<file path="config.mk">
export PLATFORM = sky130hd
export DESIGN_NAME = load_store_unit
export DESIGN_NICKNAME = d
export VERILOG_FILES = /design/src/rtl/lsu_pkg.sv /design/src/rtl/lsu_lane_align.sv /design/src/rtl/load_store_unit.sv
export SDC_FILE = /design/constraint.sdc
export NUM_CORES = 1
export LEC_CHECK = 0
export BUFFER_PORTS_ARGS = -buffer_cell sky130_fd_sc_hd__buf_2
export CAP_MARGIN = 20
export CELL_PAD_IN_SITES_DETAIL_PLACEMENT = 1
export CELL_PAD_IN_SITES_GLOBAL_PLACEMENT = 1
export CORE_ASPECT_RATIO = 2
export CORE_UTILIZATION = 41
export DETAILED_ROUTE_END_ITERATION = 6
export PLACE_DENSITY_LB_ADDON = 0.1
export RECOVER_POWER = 25
export SYNTH_ARGS = -nofsm -noshare
export SYNTH_HDL_FRONTEND = slang
export SYNTH_HIERARCHICAL = 1
export SYNTH_SLANG_ARGS = --single-unit
</file>
<file path="constraint.sdc">
create_clock -name clk -period 4 [get_ports clk]
set_input_delay 0.4 -clock clk [delete_from_list [all_inputs] [get_ports clk]]
set_output_delay 0.4 -clock clk [all_outputs]
set_load 0.01 [all_outputs]
</file>
<file path="src/rtl/lsu_pkg.sv">
// lsu_pkg: size codes, FSM state type and MMIO word address shared by the load/store unit
package lsu_pkg;
  localparam logic [1:0] SZ_B = 2'b00;
  localparam logic [1:0] SZ_H = 2'b01;
  localparam logic [1:0] SZ_W = 2'b10;
  localparam logic [5:0] MMIO_WORD_ADDR = 6'h3F;
  typedef enum logic [1:0] {IDLE, ISSUE, WAIT, RESP} lsu_state_t;
endpackage

</file>
<file path="src/rtl/lsu_lane_align.sv">
// lsu_lane_align: combinational store lane replication/byteena, load select/extend, misalign detect
//   op[3:0]   store/unsigned/size request code      lane[1:0]  byte offset within word
//   wdata     right-justified store data            rdata      raw word read back
//   st_data   lane-replicated store data            st_be      byte enables for the store
//   ld_data   selected and extended load data       bad        misaligned or illegal size
module lsu_lane_align
  import lsu_pkg::*;
(
  input  logic [3:0]  op,
  input  logic [1:0]  lane,
  input  logic [31:0] wdata,
  input  logic [31:0] rdata,
  output logic [31:0] st_data,
  output logic [3:0]  st_be,
  output logic [31:0] ld_data,
  output logic        bad
);
  logic [1:0]  sz;
  logic        sx;
  logic [7:0]  b;
  logic [15:0] h;
  assign sz = op[1:0];
  assign sx = ~op[2];
  assign b  = rdata[{lane, 3'b000} +: 8];
  assign h  = rdata[{lane[1], 4'b0000} +: 16];
  always_comb begin
    st_data = sz == SZ_B ? {4{wdata[7:0]}} : sz == SZ_H ? {2{wdata[15:0]}} : wdata;
    st_be   = sz == SZ_B ? 4'b0001 << lane : sz == SZ_H ? (lane[1] ? 4'b1100 : 4'b0011) : 4'b1111;
    ld_data = sz == SZ_B ? {{24{sx & b[7]}}, b} : sz == SZ_H ? {{16{sx & h[15]}}, h} : rdata;
    bad     = sz == 2'b11 || (sz == SZ_H && lane[0]) || (sz == SZ_W && lane != 2'b00);
  end
endmodule

</file>
<file path="src/rtl/load_store_unit.sv">
// load_store_unit: valid/ready load/store front end for a byte-enabled 64x32 synchronous data memory
//   clk, reset (async, active-high)
//   req_valid/req_ready/req_op/req_addr/req_wdata   processor request handshake
//   resp_valid/resp_rdata/resp_err                  registered one-cycle response
//   mem_address/mem_byteena/mem_data/mem_wren/mem_q memory port (outputs registered)
//   mmio_out                                        present only when LSU_MMIO_EN is defined
module load_store_unit
  import lsu_pkg::*;
#(
  parameter int ADDR_W      = 8,
  parameter int MEM_LATENCY = 1
) (
  input  logic              clk,
  input  logic              reset,
  input  logic              req_valid,
  output logic              req_ready,
  input  logic [3:0]        req_op,
  input  logic [ADDR_W-1:0] req_addr,
  input  logic [31:0]       req_wdata,
  output logic              resp_valid,
  output logic [31:0]       resp_rdata,
  output logic              resp_err,
  output logic [ADDR_W-3:0] mem_address,
  output logic [3:0]        mem_byteena,
  output logic [31:0]       mem_data,
  output logic              mem_wren,
  input  logic [31:0]       mem_q
`ifdef LSU_MMIO_EN
  ,output logic [31:0]      mmio_out
`endif
);
  lsu_state_t        state_q, state_d;
  logic [3:0]        op_q, op_d;
  logic [1:0]        lane_q, lane_d;
  logic              err_q, err_d;
  logic [1:0]        cnt_q, cnt_d;
  logic [31:0]       hold_q, hold_d;
  logic [ADDR_W-3:0] mem_address_q, mem_address_d;
  logic [3:0]        mem_byteena_q, mem_byteena_d;
  logic [31:0]       mem_data_q, mem_data_d;
  logic              mem_wren_q, mem_wren_d;
  logic              resp_valid_q, resp_valid_d;
  logic [31:0]       resp_rdata_q, resp_rdata_d;
  logic              resp_err_q, resp_err_d;
  logic [ADDR_W-3:0] req_word;
  logic              idle, req_mmio;
  logic [3:0]        al_op;
  logic [1:0]        al_lane;
  logic [31:0]       al_rdata, st_data, ld_data;
  logic [3:0]        st_be;
  logic              bad;
  assign idle      = state_q == IDLE;
  assign req_ready = idle;
  assign req_word  = req_addr[ADDR_W-1:2];
  assign al_op     = idle ? req_op : op_q;
  assign al_lane   = idle ? req_addr[1:0] : lane_q;
  lsu_lane_align u_align (
    .op      (al_op),
    .lane    (al_lane),
    .wdata   (req_wdata),
    .rdata   (al_rdata),
    .st_data (st_data),
    .st_be   (st_be),
    .ld_data (ld_data),
    .bad     (bad)
  );
`ifdef LSU_MMIO_EN
  logic        mmio_sel_q, mmio_sel_d;
  logic [31:0] mmio_out_q, mmio_out_d, be_mask;
  assign req_mmio = req_word == (ADDR_W-2)'(MMIO_WORD_ADDR);
  assign al_rdata = mmio_sel_q ? mmio_out_q : mem_q;
  assign be_mask  = {{8{st_be[3]}}, {8{st_be[2]}}, {8{st_be[1]}}, {8{st_be[0]}}};
  assign mmio_out = mmio_out_q;
  always_comb begin
    mmio_sel_d = idle && req_valid ? req_mmio : mmio_sel_q;
    mmio_out_d = idle && req_valid && req_op[3] && !bad && req_mmio
               ? (mmio_out_q & ~be_mask) | (st_data & be_mask) : mmio_out_q;
  end
  always_ff @(posedge clk or posedge reset) begin
    if (reset) begin
      mmio_sel_q <= 1'b0;
      mmio_out_q <= '0;
    end else begin
      mmio_sel_q <= mmio_sel_d;
      mmio_out_q <= mmio_out_d;
    end
  end
`else
  assign req_mmio = 1'b0;
  assign al_rdata = mem_q;
`endif
  always_comb begin
    state_d       = state_q;
    op_d          = op_q;
    lane_d        = lane_q;
    err_d         = err_q;
    cnt_d         = cnt_q;
    hold_d        = hold_q;
    mem_address_d = '0;
    mem_byteena_d = '0;
    mem_data_d    = '0;
    mem_wren_d    = 1'b0;
    case (state_q)
      IDLE: if (req_valid) begin
        op_d    = req_op;
        lane_d  = req_addr[1:0];
        err_d   = bad;
        hold_d  = '0;
        state_d = bad ? RESP : ISSUE;
        if (!bad) begin
          mem_address_d = req_word;
          mem_wren_d    = req_op[3] & ~req_mmio;
          mem_byteena_d = mem_wren_d ? st_be : 4'b0000;
          mem_data_d    = mem_wren_d ? st_data : '0;
        end
      end
      ISSUE: begin
        state_d = op_q[3] ? RESP : WAIT;
        cnt_d   = 2'(MEM_LATENCY - 1);
      end
      WAIT: begin
        state_d = cnt_q == 2'd0 ? RESP : WAIT;
        cnt_d   = cnt_q == 2'd0 ? cnt_q : cnt_q - 2'd1;
        hold_d  = cnt_q == 2'd0 ? ld_data : hold_q;
      end
      default: state_d = IDLE;
    endcase
    resp_valid_d = state_q == RESP;
    resp_rdata_d = resp_valid_d ? hold_q : '0;
    resp_err_d   = resp_valid_d & err_q;
  end
  always_ff @(posedge clk or posedge reset) begin
    if (reset) begin
      state_q       <= IDLE;
      op_q          <= '0;
      lane_q        <= '0;
      err_q         <= 1'b0;
      cnt_q         <= '0;
      hold_q        <= '0;
      mem_address_q <= '0;
      mem_byteena_q <= '0;
      mem_data_q    <= '0;
      mem_wren_q    <= 1'b0;
      resp_valid_q  <= 1'b0;
      resp_rdata_q  <= '0;
      resp_err_q    <= 1'b0;
    end else begin
      state_q       <= state_d;
      op_q          <= op_d;
      lane_q        <= lane_d;
      err_q         <= err_d;
      cnt_q         <= cnt_d;
      hold_q        <= hold_d;
      mem_address_q <= mem_address_d;
      mem_byteena_q <= mem_byteena_d;
      mem_data_q    <= mem_data_d;
      mem_wren_q    <= mem_wren_d;
      resp_valid_q  <= resp_valid_d;
      resp_rdata_q  <= resp_rdata_d;
      resp_err_q    <= resp_err_d;
    end
  end
  assign mem_address = mem_address_q;
  assign mem_byteena = mem_byteena_q;
  assign mem_data    = mem_data_q;
  assign mem_wren    = mem_wren_q;
  assign resp_valid  = resp_valid_q;
  assign resp_rdata  = resp_rdata_q;
  assign resp_err    = resp_err_q;
endmodule

</file>
==> results.py, run 1 <==
metrics = {
    "run_status": {
        "status": "finished with violations",
        "violations": "capacitance limit, slew limit",
    },
    "layout": {
        "nets": 708,
        "areaGrowthSynthToFinish_pct": 23.2,
        "layoutNonFillerInstCount": 791,
        "n_fill_cell": 1509,
        "mostFrequentLayoutCells": "buf_2 (155), dfrtp_1 (120), nand2_1 (44)",
        "final_common_cell": "buf_2",
        "drive_gt1_frac": 0.392,
        "antennaDiodeCount": 0,
    },
    "timing": {
        "slew_headroom": -0.963,
        "fmaxAchievable_ghz": 0.301,
        "rsz0062_at_grt": "false",
        "layout_setup_ws_ns": 0.675,
        "finalCriticalPeriod_ns": 3.32,
        "tightest_slew_ns": 2.94,
        "finalCritPeriodShare": 0.831,
        "drv_slew": 121,
        "final-hold-violation-count": 0,
        "tns_ns": 0,
        "skew_ns": 0.00732,
        "finalSetupViolations": 0,
    },
    "drt": {
        "drt-vias-per-instance": 5.54,
        "wl_met3_um": 786,
        "wirelength_um": 16000,
        "via_count": 4381,
        "wire_per_inst_um": 20.2,
        "drtPass1Iterations": 4,
        "drcViolationCount": 0,
        "top_layer": "met4",
        "drt_iter0_markers": 145,
        "route.met2.wl_um": 8680,
        "route.layer.met1.wl_um": 5670,
        "detail-route-antenna-nets": 0,
    },
    "critical_path": {
        "path_delay_family": "compound AO/OA/AOI/OAI gates",
        "rrSetupSlack_ns": 0.68,
        "slowest_stage": "mux2_2",
        "start_kind": "register",
        "crit_chain": "inv_1 > ha_1 > mux2_2 > o21ai_0 > a21oi_1 > nor2_8 > and3_1",
        "arrival_ns": 3.62,
        "slowest_delay_ns": 0.75,
        "criticalPathCategory": "register to register",
        "critPathBufInv": 1,
        "cp-end-kind": "register",
        "cp_max_fo": 43,
        "cp.required_ns": 4.30,
    },
    "place": {
        "dpl.cell_count": 759,
        "pre_cts_slack_ns": 0.691,
        "place_congestion": 0.824,
        "io_buffers": 156,
        "dp_hpwl_um": 11700,
    },
    "job": {
        "maxCapViolCount": 1,
    },
    "cts": {
        "root_buffer": "clkbuf_16",
        "cts_hold_buffers": 0,
        "clock_latency_ns": 0.41,
        "numCtsBuffers": 17,
        "cts.path.max_buffers": 2,
        "h-tree-depth": 4,
        "cts_sinks": 120,
        "post-cts-setup-buffer-count": 0,
        "cts_tree": "built",
        "cts-resized-gates": 0,
        "clkSlewWorstSetupHoldPaths_ns": 0.06,
    },
    "logic_synthesis": {
        "synth_nets": 574,
        "synth_warnings": 6,
        "syn-cell-area_mm2": 0.00570,
        "synthCells": 489,
        "syn_avg_cell_area_um2": 11.7,
    },
    "grt": {
        "grt_pass1_wl_um": 25200,
        "grt_pass1_vias": 4755,
        "grt_max_degree": 121,
        "grt.overflow.total": 0,
        "antenna_found_initial": 0,
        "grt_use_total": 0.236,
    },
    "min_path": {
        "hp-class": "primary input to register",
    },
    "power": {
        "vdd_drop_max_mv": 0.462,
        "power_density_mw_per_mm2": 767,
        "p_leak_uw": 0.00390,
    },
    "floorplan": {
        "die_x_um": 85.4,
        "io_pins": 157,
        "start_util": 0.422,
        "chipHeight_um": 169,
        "fp-row-count": 60,
        "design.die.area_mm2": 0.0144,
        "core_area_mm2": 0.0135,
    },
}
power by group:
part / leakage, uW / internal [uW] / switching [uW]
clock: 0.000294 / 957 / 580
combinational: 0.00198 / 921 / 1360
sequential: 0.00163 / 1460 / 104
routing by layer:
layer	vias to the layer above	GRT usage
met3	47	0.0497
met2	161	0.431
met5	-	0
li1	1994	-
met4	0	0.151
met1	2179	0.237
path summary, 6_finish.rpt:
kind | from | endpoint | depth (start not counted)
setup / recovery | state_q[0]$_DFFE_PP0P_ | mem_data[27]$_DFF_PP0_ | 7
hold / removal | req_addr[4] | mem_address[2]$_DFF_PP0_ | 2
setup reg to reg | state_q[0]$_DFFE_PP0P_ | mem_data[27]$_DFF_PP0_ | 7
hold reg to reg | hold_q[5]$_DFFE_PP0P_ | resp_rdata[5]$_DFF_PP0_ | 1
max in group asynchronous | reset | hold_q[27]$_DFFE_PP0P_ | 3
min in group asynchronous | reset | resp_rdata[12]$_DFF_PP0_ | 3
registers in the layout, indices dropped and copies added, names as in the netlist:
signal       flops
op_q             4
resp_valid       1
resp_rdata      32
mem_address      6
cnt_q            2
state_q          2
mem_wren         1
hold_q          32
resp_err         1
mem_data        32
lane_q           2
err_q            1
mem_byteena      4
layout make-up:
type	count	area (um2)	area share
Multi-Input combinational cell	313	2360	0.337
Tap cell	155	194	0.0276
Clock inverter	13	144	0.0205
Sequential cell	120	3000	0.428
Timing Repair Buffer	164	837	0.119
Inverter	7	27.5	0.00392
Clock buffer	19	453	0.0645
per-stage QoR:
| step | total power [uW] | instance area, um2 | hold WS, ns | utilization |
|---|---|---|---|---|
| 6_report | 5380 | 7020 | 0.194 | 0.520 |
| 5_1_grt | 5690 | 7020 | 0.187 | 0.520 |
| 4_1_cts | 5430 | 7040 | 0.176 | 0.521 |
| 3_5_place_dp | 3880 | 6440 | 0.480 | 0.477 |
| 3_3_place_gp | 3760 | 6440 | 0.471 | 0.477 |
| 2_1_floorplan | 3380 | 5700 | 0.454 | - |
No activity file was read; power rests on OpenSTA's default activity.
==> inputs of run 2 (changes only) <==
--- a/config.mk
+++ b/config.mk
@@ -5,12 +5,13 @@
 export SDC_FILE = /design/constraint.sdc
 export NUM_CORES = 1
 export LEC_CHECK = 0
+export ABC_AREA = 1
 export BUFFER_PORTS_ARGS = -buffer_cell sky130_fd_sc_hd__buf_2
 export CAP_MARGIN = 20
 export CELL_PAD_IN_SITES_DETAIL_PLACEMENT = 1
 export CELL_PAD_IN_SITES_GLOBAL_PLACEMENT = 1
 export CORE_ASPECT_RATIO = 2
-export CORE_UTILIZATION = 41
+export CORE_UTILIZATION = 39
 export DETAILED_ROUTE_END_ITERATION = 6
 export PLACE_DENSITY_LB_ADDON = 0.1
 export RECOVER_POWER = 25
==> constraint.sdc (replaced) <==
create_clock -name clk -period 3.1 [get_ports clk]
set_input_delay 0.31 -clock clk [delete_from_list [all_inputs] [get_ports clk]]
set_output_delay 0.31 -clock clk [all_outputs]
set_load 0.01 [all_outputs]
==> results.py, run 2 <==
metrics = {
    "critical_path": {
        "cp_max_fo": 22,
        "cp-end-kind": "register",
        "r2r_cells": 10,
        "arrival_ns": 3.19,
        "criticalPathCategory": "register to register",
        "cp.required_ns": 3.41,
        "start_kind": "register",
    },
    "place": {
        "dpl.cell_count": 1102,
        "place_congestion": 0.826,
        "dp_hpwl_um": 13100,
        "io_buffers": 156,
        "pre_cts_slack_ns": 0.268,
    },
    "drt": {
        "drt-vias-per-instance": 4.57,
        "drtPass1Iterations": 5,
        "detail-route-antenna-nets": 0,
        "drcViolationCount": 0,
        "wirelength_um": 17000,
        "via_count": 5187,
        "drt_iter0_markers": 121,
        "wire_per_inst_um": 15.0,
    },
    "run_status": {
        "status": "finished with violations",
        "violations": "capacitance limit, slew limit",
    },
    "cts": {
        "root_buffer": "clkbuf_16",
        "cts_hold_buffers": 0,
        "h-tree-depth": 4,
        "cts_tree": "built",
        "cts_sinks": 120,
        "post-cts-setup-buffer-count": 0,
        "cts-resized-gates": 0,
        "numCtsBuffers": 17,
        "clock_latency_ns": 0.42,
        "clkSlewWorstSetupHoldPaths_ns": 0.06,
        "cts.path.max_buffers": 2,
    },
    "grt": {
        "antenna_found_initial": 0,
        "grt_pass1_vias": 5565,
        "grt_pass1_wl_um": 27300,
        "grt_max_degree": 59,
        "grt_use_total": 0.222,
        "grt.overflow.total": 0,
    },
    "min_path": {
        "hp-class": "primary input to register",
        "hold_depth": 3,
    },
    "timing": {
        "skew_ns": 0.00765,
        "layout_setup_ws_ns": 0.210,
        "finalCritPeriodShare": 0.932,
        "tns_ns": 0,
        "final-hold-violation-count": 0,
        "drv_slew": 38,
        "finalSetupViolations": 0,
        "finalHoldWorstSlack_ns": 0.110,
        "rsz0062_at_grt": "false",
        "tightest_slew_ns": 1.83,
        "fmaxAchievable_ghz": 0.346,
        "finalCriticalPeriod_ns": 2.89,
        "slew_headroom": -0.228,
    },
    "floorplan": {
        "die_x_um": 90.5,
        "fp-row-count": 64,
        "design.die.area_mm2": 0.0162,
        "chipHeight_um": 179,
        "io_pins": 157,
        "start_util": 0.400,
        "core_area_mm2": 0.0153,
    },
    "logic_synthesis": {
        "syn-cell-area_mm2": 0.00611,
        "synth_nets": 856,
        "synthCells": 771,
        "syn_avg_cell_area_um2": 7.93,
        "synth_warnings": 6,
    },
    "layout": {
        "areaGrowthSynthToFinish_pct": 23.7,
        "drive_gt1_frac": 0.282,
        "layoutNonFillerInstCount": 1134,
        "mostFrequentLayoutCells": "nand2_1 (312), buf_2 (156), inv_1 (133)",
        "postLayoutCoreUtil": 0.494,
        "antennaDiodeCount": 0,
        "nets": 1008,
        "n_fill_cell": 1965,
        "final_common_cell": "nand2_1",
    },
    "power": {
        "p_leak_uw": 0.00478,
        "power_density_mw_per_mm2": 979,
        "vdd_drop_max_mv": 0.463,
    },
    "job": {
        "maxCapViolCount": 1,
    },
}
-- run 2: routing by layer --
| layer | track usage | wire length, um | up-vias |
|---|---|---|---|
| met3 | 0.0581 | 939 | 24 |
| met4 | 0.120 | 568 | 0 |
| li1 | - | - | 2542 |
| met2 | 0.433 | 9690 | 136 |
| met1 | 0.206 | 5810 | 2485 |
| met5 | 0 | 0 | - |
-- run 2: report_power, final --
part	internal, uW	total, uW	leakage, uW	switching, uW
clock	1210	1940	0.000282	733
sequential	1890	2030	0.00163	141
combinational	1030	3430	0.00287	2390
total	4130	7400	0.00478	3270
-- run 2: cell type report --
type / count / area, um2 / area share
multi-input cells: 471 / 2280 / 0.301
clock buffers: 18 / 439 / 0.0581
clock inverters: 14 / 150 / 0.0199
well taps: 198 / 248 / 0.0328
inverters: 142 / 539 / 0.0713
repair buffers: 171 / 903 / 0.119
flip-flops and latches: 120 / 3000 / 0.397
-- run 2: per-stage QoR --
step / instance area, um2 / power [uW]
global placement: 6990 / 5390
floorplan: 6120 / 4700
CTS: 7580 / 7520
global route: 7560 / 8010
detailed placement: 6990 / 5520
finish: 7560 / 7400
-- run 2: path summary, 6_finish.rpt --
check                                             from                  endpoint  slack, ns
worst max-delay path            state_q[1]$_DFFE_PP0P_  mem_byteena[3]$_DFF_PP0_       0.21
min in group asynchronous                        reset  resp_rdata[20]$_DFF_PP0_       0.34
worst min-delay path                       req_addr[3]  mem_address[1]$_DFF_PP0_       0.11
max in group asynchronous                        reset    mem_data[12]$_DFF_PP0_       0.67
worst min register to register  hold_q[27]$_DFFE_PP0P_  resp_rdata[27]$_DFF_PP0_       0.46
worst max register to register  state_q[1]$_DFFE_PP0P_  mem_byteena[3]$_DFF_PP0_       0.21
-- run 2: worst max-delay path: stages (launching register included) --
cell	delay [ns]
dfrtp_1	0.43
inv_1	0.12
ha_1	0.49
nand2_1	0.11
o21ai_0	0.17
inv_2	0.14
o21ai_0	0.65
nor2_8	0.09
nand2_8	0.26
buf_4	0.23
nor2_1	0.06
